--- config.mk ---
export PLATFORM = sky130hd
export DESIGN_NAME = r_response_memory_flat
export DESIGN_NICKNAME = d
export VERILOG_FILES = /design/src/rtl/rob_pkg.sv /design/src/rtl/r_if.sv /design/src/rtl/lowest_free_enc.sv /design/src/rtl/r_response_memory.sv /design/src/flat_wrapper.sv
export SDC_FILE = /design/constraint.sdc
export NUM_CORES = 2
export LEC_CHECK = 0
export ABC_AREA = 1
export CAP_MARGIN = 30
export CORE_ASPECT_RATIO = 1.5
export CORE_MARGIN = 8
export CORE_UTILIZATION = 60
export CTS_BUF_LIST = sky130_fd_sc_hd__clkbuf_8
export CTS_CLUSTER_DIAMETER = 40
export DETAILED_ROUTE_END_ITERATION = 16
export DONT_BUFFER_PORTS = 1
export PLACE_DENSITY = 0.79
export SETUP_SLACK_MARGIN = 0.1
export SYNTH_ARGS = -nofsm -noshare
export SYNTH_HDL_FRONTEND = slang
export SYNTH_SLANG_ARGS = --single-unit
--- constraint.sdc ---
create_clock -name clk -period 20.3 [get_ports clk]
set_input_delay 2.03 -clock clk [delete_from_list [all_inputs] [get_ports clk]]
set_output_delay 2.03 -clock clk [all_outputs]
set_load 0.01 [all_outputs]
--- src/rtl/rob_pkg.sv ---
// Shared types and default widths for the read-response reorder path.
package rob_pkg;

  localparam int unsigned ROB_ID_W      = 4;
  localparam int unsigned ROB_DATA_W    = 64;
  localparam int unsigned ROB_RESP_W    = 2;
  localparam int unsigned ROB_NUM_SLOTS = 16;
  localparam int unsigned ROB_MAX_LEN   = 8;
  localparam int unsigned ROB_SLOT_W    = $clog2(ROB_NUM_SLOTS);
  localparam int unsigned ROB_CNT_W     = $clog2(ROB_MAX_LEN + 1);
  localparam int unsigned ROB_FREE_W    = $clog2(ROB_NUM_SLOTS + 1);

  typedef struct packed {
    logic [ROB_DATA_W-1:0] data;
    logic [ROB_RESP_W-1:0] resp;
    logic                  last;
  } r_beat_t;

endpackage

--- src/rtl/r_if.sv ---
// AXI-style R channel bundle with valid/ready handshake.
interface r_if #(
  parameter int unsigned ID_WIDTH   = 4,
  parameter int unsigned DATA_WIDTH = 64,
  parameter int unsigned RESP_WIDTH = 2
);
  logic                  valid;
  logic                  ready;
  logic [ID_WIDTH-1:0]   id;
  logic [DATA_WIDTH-1:0] data;
  logic [RESP_WIDTH-1:0] resp;
  logic                  last;

  modport receiver (input valid, id, data, resp, last, output ready);
  modport sender   (output valid, id, data, resp, last, input ready);
endinterface

--- src/rtl/lowest_free_enc.sv ---
// Priority encoder: index of the lowest set bit plus an any-set flag.
module lowest_free_enc #(
  parameter int unsigned N  = 16,
  parameter int unsigned IW = $clog2(N)
) (
  input  logic [N-1:0]  req,
  output logic [IW-1:0] idx,
  output logic          any
);

  // Scan downward so the lowest set bit is the last one written.
  always_comb begin
    idx = '0;
    any = 1'b0;
    for (int i = int'(N) - 1; i >= 0; i--) begin
      if (req[i]) begin
        idx = IW'(i);
        any = 1'b1;
      end
    end
  end

endmodule

--- src/rtl/r_response_memory.sv ---
// Shared R-beat pool: per-uid linked lists over a common slot array,
// filled out of order and drained per uid in arrival order.
module r_response_memory
  import rob_pkg::*;
#(
  parameter int unsigned ID_WIDTH   = ROB_ID_W,
  parameter int unsigned DATA_WIDTH = ROB_DATA_W,
  parameter int unsigned RESP_WIDTH = ROB_RESP_W,
  parameter int unsigned NUM_SLOTS  = ROB_NUM_SLOTS,
  parameter int unsigned MAX_LEN    = ROB_MAX_LEN
) (
  input  logic                             clk,
  input  logic                             rst,
  r_if.receiver                            r_store,
  input  logic [ID_WIDTH-1:0]              release_uid,
  r_if.sender                              r_release,
  output logic [$clog2(NUM_SLOTS+1)-1:0]   free_count
);

  localparam int unsigned NUM_UIDS = 2 ** ID_WIDTH;
  localparam int unsigned SLOT_W   = $clog2(NUM_SLOTS);
  localparam int unsigned CNT_W    = $clog2(MAX_LEN + 1);
  localparam int unsigned FREE_W   = $clog2(NUM_SLOTS + 1);

  r_beat_t             slot_data [NUM_SLOTS];
  logic [SLOT_W-1:0]   next_ptr  [NUM_SLOTS];
  logic [NUM_SLOTS-1:0] free_map;
  logic [SLOT_W-1:0]   head      [NUM_UIDS];
  logic [SLOT_W-1:0]   tail      [NUM_UIDS];
  logic [CNT_W-1:0]    cnt       [NUM_UIDS];

  logic [SLOT_W-1:0]   alloc_idx;
  logic                any_free;
  logic [ID_WIDTH-1:0] store_uid;
  logic [SLOT_W-1:0]   rel_head;
  logic                hs_store;
  logic                hs_release;
  logic                same_uid;
  r_beat_t             store_beat;
  r_beat_t             rel_beat;

  lowest_free_enc #(.N(NUM_SLOTS), .IW(SLOT_W)) u_enc (
    .req (free_map),
    .idx (alloc_idx),
    .any (any_free)
  );

  assign store_uid  = r_store.id;
  assign store_beat = '{data: ROB_DATA_W'(r_store.data),
                        resp: ROB_RESP_W'(r_store.resp),
                        last: r_store.last};

  // Ready depends only on registered state and the store id, never on release.
  assign r_store.ready = (free_count != '0) && (cnt[store_uid] != CNT_W'(MAX_LEN));
  assign hs_store      = r_store.valid && r_store.ready && any_free;

  assign rel_head        = head[release_uid];
  assign r_release.valid = (cnt[release_uid] != '0);
  assign rel_beat        = r_release.valid ? slot_data[rel_head] : '0;
  assign r_release.id    = release_uid;
  assign r_release.data  = DATA_WIDTH'(rel_beat.data);
  assign r_release.resp  = RESP_WIDTH'(rel_beat.resp);
  assign r_release.last  = rel_beat.last;
  assign hs_release      = r_release.valid && r_release.ready;
  assign same_uid        = (store_uid == release_uid);

  // List and free-pool bookkeeping; store updates are placed after the pop
  // so a same-uid store overrides the popped head when the list was 1 deep.
  always_ff @(posedge clk or posedge rst) begin
    if (rst) begin
      free_map   <= '1;
      free_count <= FREE_W'(NUM_SLOTS);
      for (int i = 0; i < int'(NUM_SLOTS); i++) next_ptr[i] <= '0;
      for (int u = 0; u < int'(NUM_UIDS); u++) begin
        head[u] <= '0;
        tail[u] <= '0;
        cnt[u]  <= '0;
      end
    end else begin
      if (hs_release) begin
        free_map[rel_head] <= 1'b1;
        head[release_uid]  <= next_ptr[rel_head];
        cnt[release_uid]   <= cnt[release_uid] - CNT_W'(1);
      end
      if (hs_store) begin
        free_map[alloc_idx] <= 1'b0;
        tail[store_uid]     <= alloc_idx;
        if ((cnt[store_uid] == '0) ||
            (hs_release && same_uid && (cnt[store_uid] == CNT_W'(1))))
          head[store_uid] <= alloc_idx;
        else
          next_ptr[tail[store_uid]] <= alloc_idx;
        cnt[store_uid] <= (hs_release && same_uid) ? cnt[store_uid]
                                                   : cnt[store_uid] + CNT_W'(1);
      end
      free_count <= free_count - FREE_W'(hs_store) + FREE_W'(hs_release);
    end
  end

  // Beat payload storage is not reset; validity comes from the list counts.
  always_ff @(posedge clk) begin
    if (hs_store) slot_data[alloc_idx] <= store_beat;
  end

endmodule

--- src/flat_wrapper.sv ---
// flat-port wrapper written by rule: the top's interface ports become plain ports
module r_response_memory_flat import rob_pkg::*;
#(
  parameter int unsigned ID_WIDTH   = ROB_ID_W,
  parameter int unsigned DATA_WIDTH = ROB_DATA_W,
  parameter int unsigned RESP_WIDTH = ROB_RESP_W,
  parameter int unsigned NUM_SLOTS  = ROB_NUM_SLOTS,
  parameter int unsigned MAX_LEN    = ROB_MAX_LEN
)
  (clk, rst, release_uid, free_count, r_store_valid, r_store_id, r_store_data, r_store_resp, r_store_last, r_store_ready, r_release_valid, r_release_id, r_release_data, r_release_resp, r_release_last, r_release_ready);
  r_if #(.ID_WIDTH(ID_WIDTH), .DATA_WIDTH(DATA_WIDTH), .RESP_WIDTH(RESP_WIDTH)) r_store_i ();
  r_if #(.ID_WIDTH(ID_WIDTH), .DATA_WIDTH(DATA_WIDTH), .RESP_WIDTH(RESP_WIDTH)) r_release_i ();
  input  logic clk;
  input  logic rst;
  input  logic [ID_WIDTH-1:0] release_uid;
  output logic [$clog2(NUM_SLOTS+1)-1:0] free_count;
  input wire logic [$bits(r_store_i.valid)-1:0] r_store_valid;
  input wire logic [$bits(r_store_i.id)-1:0] r_store_id;
  input wire logic [$bits(r_store_i.data)-1:0] r_store_data;
  input wire logic [$bits(r_store_i.resp)-1:0] r_store_resp;
  input wire logic [$bits(r_store_i.last)-1:0] r_store_last;
  output wire logic [$bits(r_store_i.ready)-1:0] r_store_ready;
  output wire logic [$bits(r_release_i.valid)-1:0] r_release_valid;
  output wire logic [$bits(r_release_i.id)-1:0] r_release_id;
  output wire logic [$bits(r_release_i.data)-1:0] r_release_data;
  output wire logic [$bits(r_release_i.resp)-1:0] r_release_resp;
  output wire logic [$bits(r_release_i.last)-1:0] r_release_last;
  input wire logic [$bits(r_release_i.ready)-1:0] r_release_ready;
  assign r_store_i.valid = r_store_valid;
  assign r_store_i.id = r_store_id;
  assign r_store_i.data = r_store_data;
  assign r_store_i.resp = r_store_resp;
  assign r_store_i.last = r_store_last;
  assign r_store_ready = r_store_i.ready;
  assign r_release_valid = r_release_i.valid;
  assign r_release_id = r_release_i.id;
  assign r_release_data = r_release_i.data;
  assign r_release_resp = r_release_i.resp;
  assign r_release_last = r_release_i.last;
  assign r_release_i.ready = r_release_ready;
  r_response_memory #(.ID_WIDTH(ID_WIDTH), .DATA_WIDTH(DATA_WIDTH), .RESP_WIDTH(RESP_WIDTH), .NUM_SLOTS(NUM_SLOTS), .MAX_LEN(MAX_LEN)) u_core (.clk(clk), .rst(rst), .r_store(r_store_i), .release_uid(release_uid), .r_release(r_release_i), .free_count(free_count));
endmodule
==> metrics.yaml <==
maxCapViolCount: 0
routabilityCongestion: 1.00
hold_buffers: 0
setup_tns_ns: 0
wl_per_cell_um: 23.3
fmax_ghz: 0.110
fin_worst_skew_ns: 0.0496
dieHeight_um: 392
cts_setup_buffers: 0
setup_viol: 0
cp-start-kind: "input port"
crit_chain: "inv_1, nor2_1, nand2_1, nand2_1, nor2_4, buf_4, nand2_8, buf_4, buf_4, or2_2, o211ai_1, nand2_1, nand3_1, nor2_1"
yosysUniqueCellTypes: 47
drc: 0
cts_tree: "yes"
slew_viol_final: 0
post-dp-hpwl_um: 85300
start_util_pct: 60.1
critPathCaptureType: "output pin"
cts_max_path_buffers: 3
grt-ovfl-total: 0
status: "finished clean"
numCtsBuffers: 186
hold_slack_ns: 0.482
core_um2: 93900
initialDrtViolationCount: 4686
hold_path_class: "register to register"
hold_viol: 0
viasPerCell: 6.15
area_delta_synth_final_pct: 7.56
antenna_found_initial: 4
dieArea_um2: 104000
routed_wl_um: 151000
clkLatencyLatePin_ns: 0.91
grt_pass1_vias: 39600
syn_avg_cell_area_um2: 11.1
tightest_slew_ns: 1.10
seq_area_frac_synth_pct: 69.3
syn_inst: 5108
drt_first_pass_iters: 7
grtUsageTotal_pct: 28.6
cts_root_buf: "clkbuf_8"
worst_slack_ns: 11.23
cp_slowest_cell: "buf_4"
vias: 39900
layout_commonest_cell: "nand2_1"
p_per_area_nw_per_um2: 132
die_w_um: 267
reg2reg_depth: 12
relSlewSlack_pct: 27.0
cts_resized: 0
place_ws_ns: 11.32
cts.clk_slew.worst_paths_ns: 0.06
fillers: 7032
p_leak_uw: 0.0232
seq_area_um2: 39100
grt_max_degree: 123
vdd_drop_max_v: 0.000130
min_period_ns: 9.07
ios: 157
row_count: 138
synth-seq-cells: 1349
htree_levels: 4
critical_path_class: "input port to output pin"
synth-warning-count: 0
layout_common_cells: "nand2_1 (1251), edfxtp_1 (1072), nor2_1 (730)"
slowest_delay_ns: 0.83
grt_pass1_wl_um: 228000
synth_area_um2: 56500
drive_gt1_share_pct: 8.94
clock_sinks: 1349
critPathMaxFanout: 122
post-route-period-util_pct: 44.7
hold_depth: 2
fin_nets: 5168
syn-num-nets: 5199
rsz0062_at_grt: "false"
numPortBuffers: 0
crit_arrival_ns: 7.04
required_ns: 18.27
postRouteAntennaNets: 0
multi_input_area_um2: 15300
## final cells by class
class / instances / share of cell area, %
diodes: 2 / 0.00824
clock buffers: 193 / 4.37
clock inverters: 143 / 1.28
inverters: 207 / 1.32
multi-input cells: 3273 / 25.1
flip-flops and latches: 1349 / 64.4
well taps: 1260 / 2.59
repair buffers: 60 / 0.906
## sequential cells by signal, indices dropped and copies added, names as in the netlist
signal	count
u_core.cnt	64
u_core.free_count	5
u_core.head	64
u_core.slot_data	1072
u_core.free_map	16
u_core.tail	64
u_core.next_ptr	64
## routing by layer
metal / vias up / global-route usage (%) / wire length, µm / share of wire [%]
li1: 17700 / - / - / -
met1: 19100 / 32.3 / 51000 / 34
met2: 2496 / 47.8 / 73900 / 49
met3: 667 / 7.72 / 16300 / 11
met4: 0 / 18.5 / 10100 / 6.7
met5: - / 0 / 0 / 0
## worst paths after layout
kind	slack, ns	endpoint	start
worst max-delay path	11.23	r_release_data[13]	release_uid[2]
worst min-delay path	0.48	u_core.next_ptr[16]$_DFFE_PP0P_	u_core.next_ptr[16]$_DFFE_PP0P_
worst max register to register	15.23	u_core.slot_data[2][18]$_DFFE_PP_	u_core.free_map[14]$_DFF_PP1_
worst min register to register	0.48	u_core.next_ptr[16]$_DFFE_PP0P_	u_core.next_ptr[16]$_DFFE_PP0P_
max in group asynchronous	17.19	u_core.next_ptr[56]$_DFFE_PP0P_	rst
min in group asynchronous	1.04	u_core.tail[15]$_DFFE_PP0P_	rst
## synthesized netlist by cell type, drive strengths merged
cell type	number	area [µm²]
clkinv	1	3.75
o22ai	297	1860
or2	92	576
fa	1	20.0
o211ai	67	503
o221ai	3	26.3
nand2	1275	4850
a31oi	1	6.26
nor3	3	15.0
a31o	1	8.76
o311ai	1	8.76
dfstp	17	447
inv	206	776
ha	11	138
nor2	758	2910
xor2	12	120
a22oi	45	338
a21boi	32	240
clkbuf	84	318
buf	195	1170
a22o	4	35.0
nand3	120	618
nand4	26	178
o21ai	478	2390
dfrtp	260	6510
edfxtp	1072	32200
nor4	2	18.8
a21oi	44	224
## critical path: cells and delay by family
family                 cells  cell delay (ns)
AOI/OAI and AO/OA          1             0.08
buffers and inverters      4             1.96
and+or+nand+nor            9             2.64
## logic make-up (layout without fill, tap and decap cells)
group	after synthesis	after routing	synth area share, %
other	0	2	0
adder cells (fa/ha/maj)	12	12	0.279
flip-flops	1349	1349	69.3
AO/OA/AOI/OAI	973	973	9.98
XOR/XNOR	12	12	0.213
AND/OR/NAND/NOR	2276	2276	16.2
buffers and inverters	486	603	4.01
## power by group
part | internal [µW] | total, µW | switching [µW]
Combinational | 653 | 2440 | 1790
Sequential | 3430 | 3630 | 201
Clock | 928 | 1940 | 1020
Total | 5010 | 8020 | 3010
## stage by stage
stage / area (µm²) / std cells / util [%] / power, µW
floorplan: 56500 / 5108 / - / 5290
global placement: 57200 / 6144 / 60.9 / 6000
detailed placement: 57200 / 6146 / 60.9 / 6070
CTS: 60700 / 6482 / 64.6 / 7990
global route: 60800 / 6487 / 64.7 / 8390
finish: 60800 / 6487 / 64.7 / 8020
Note: power is estimated with default switching activity, not from simulation.
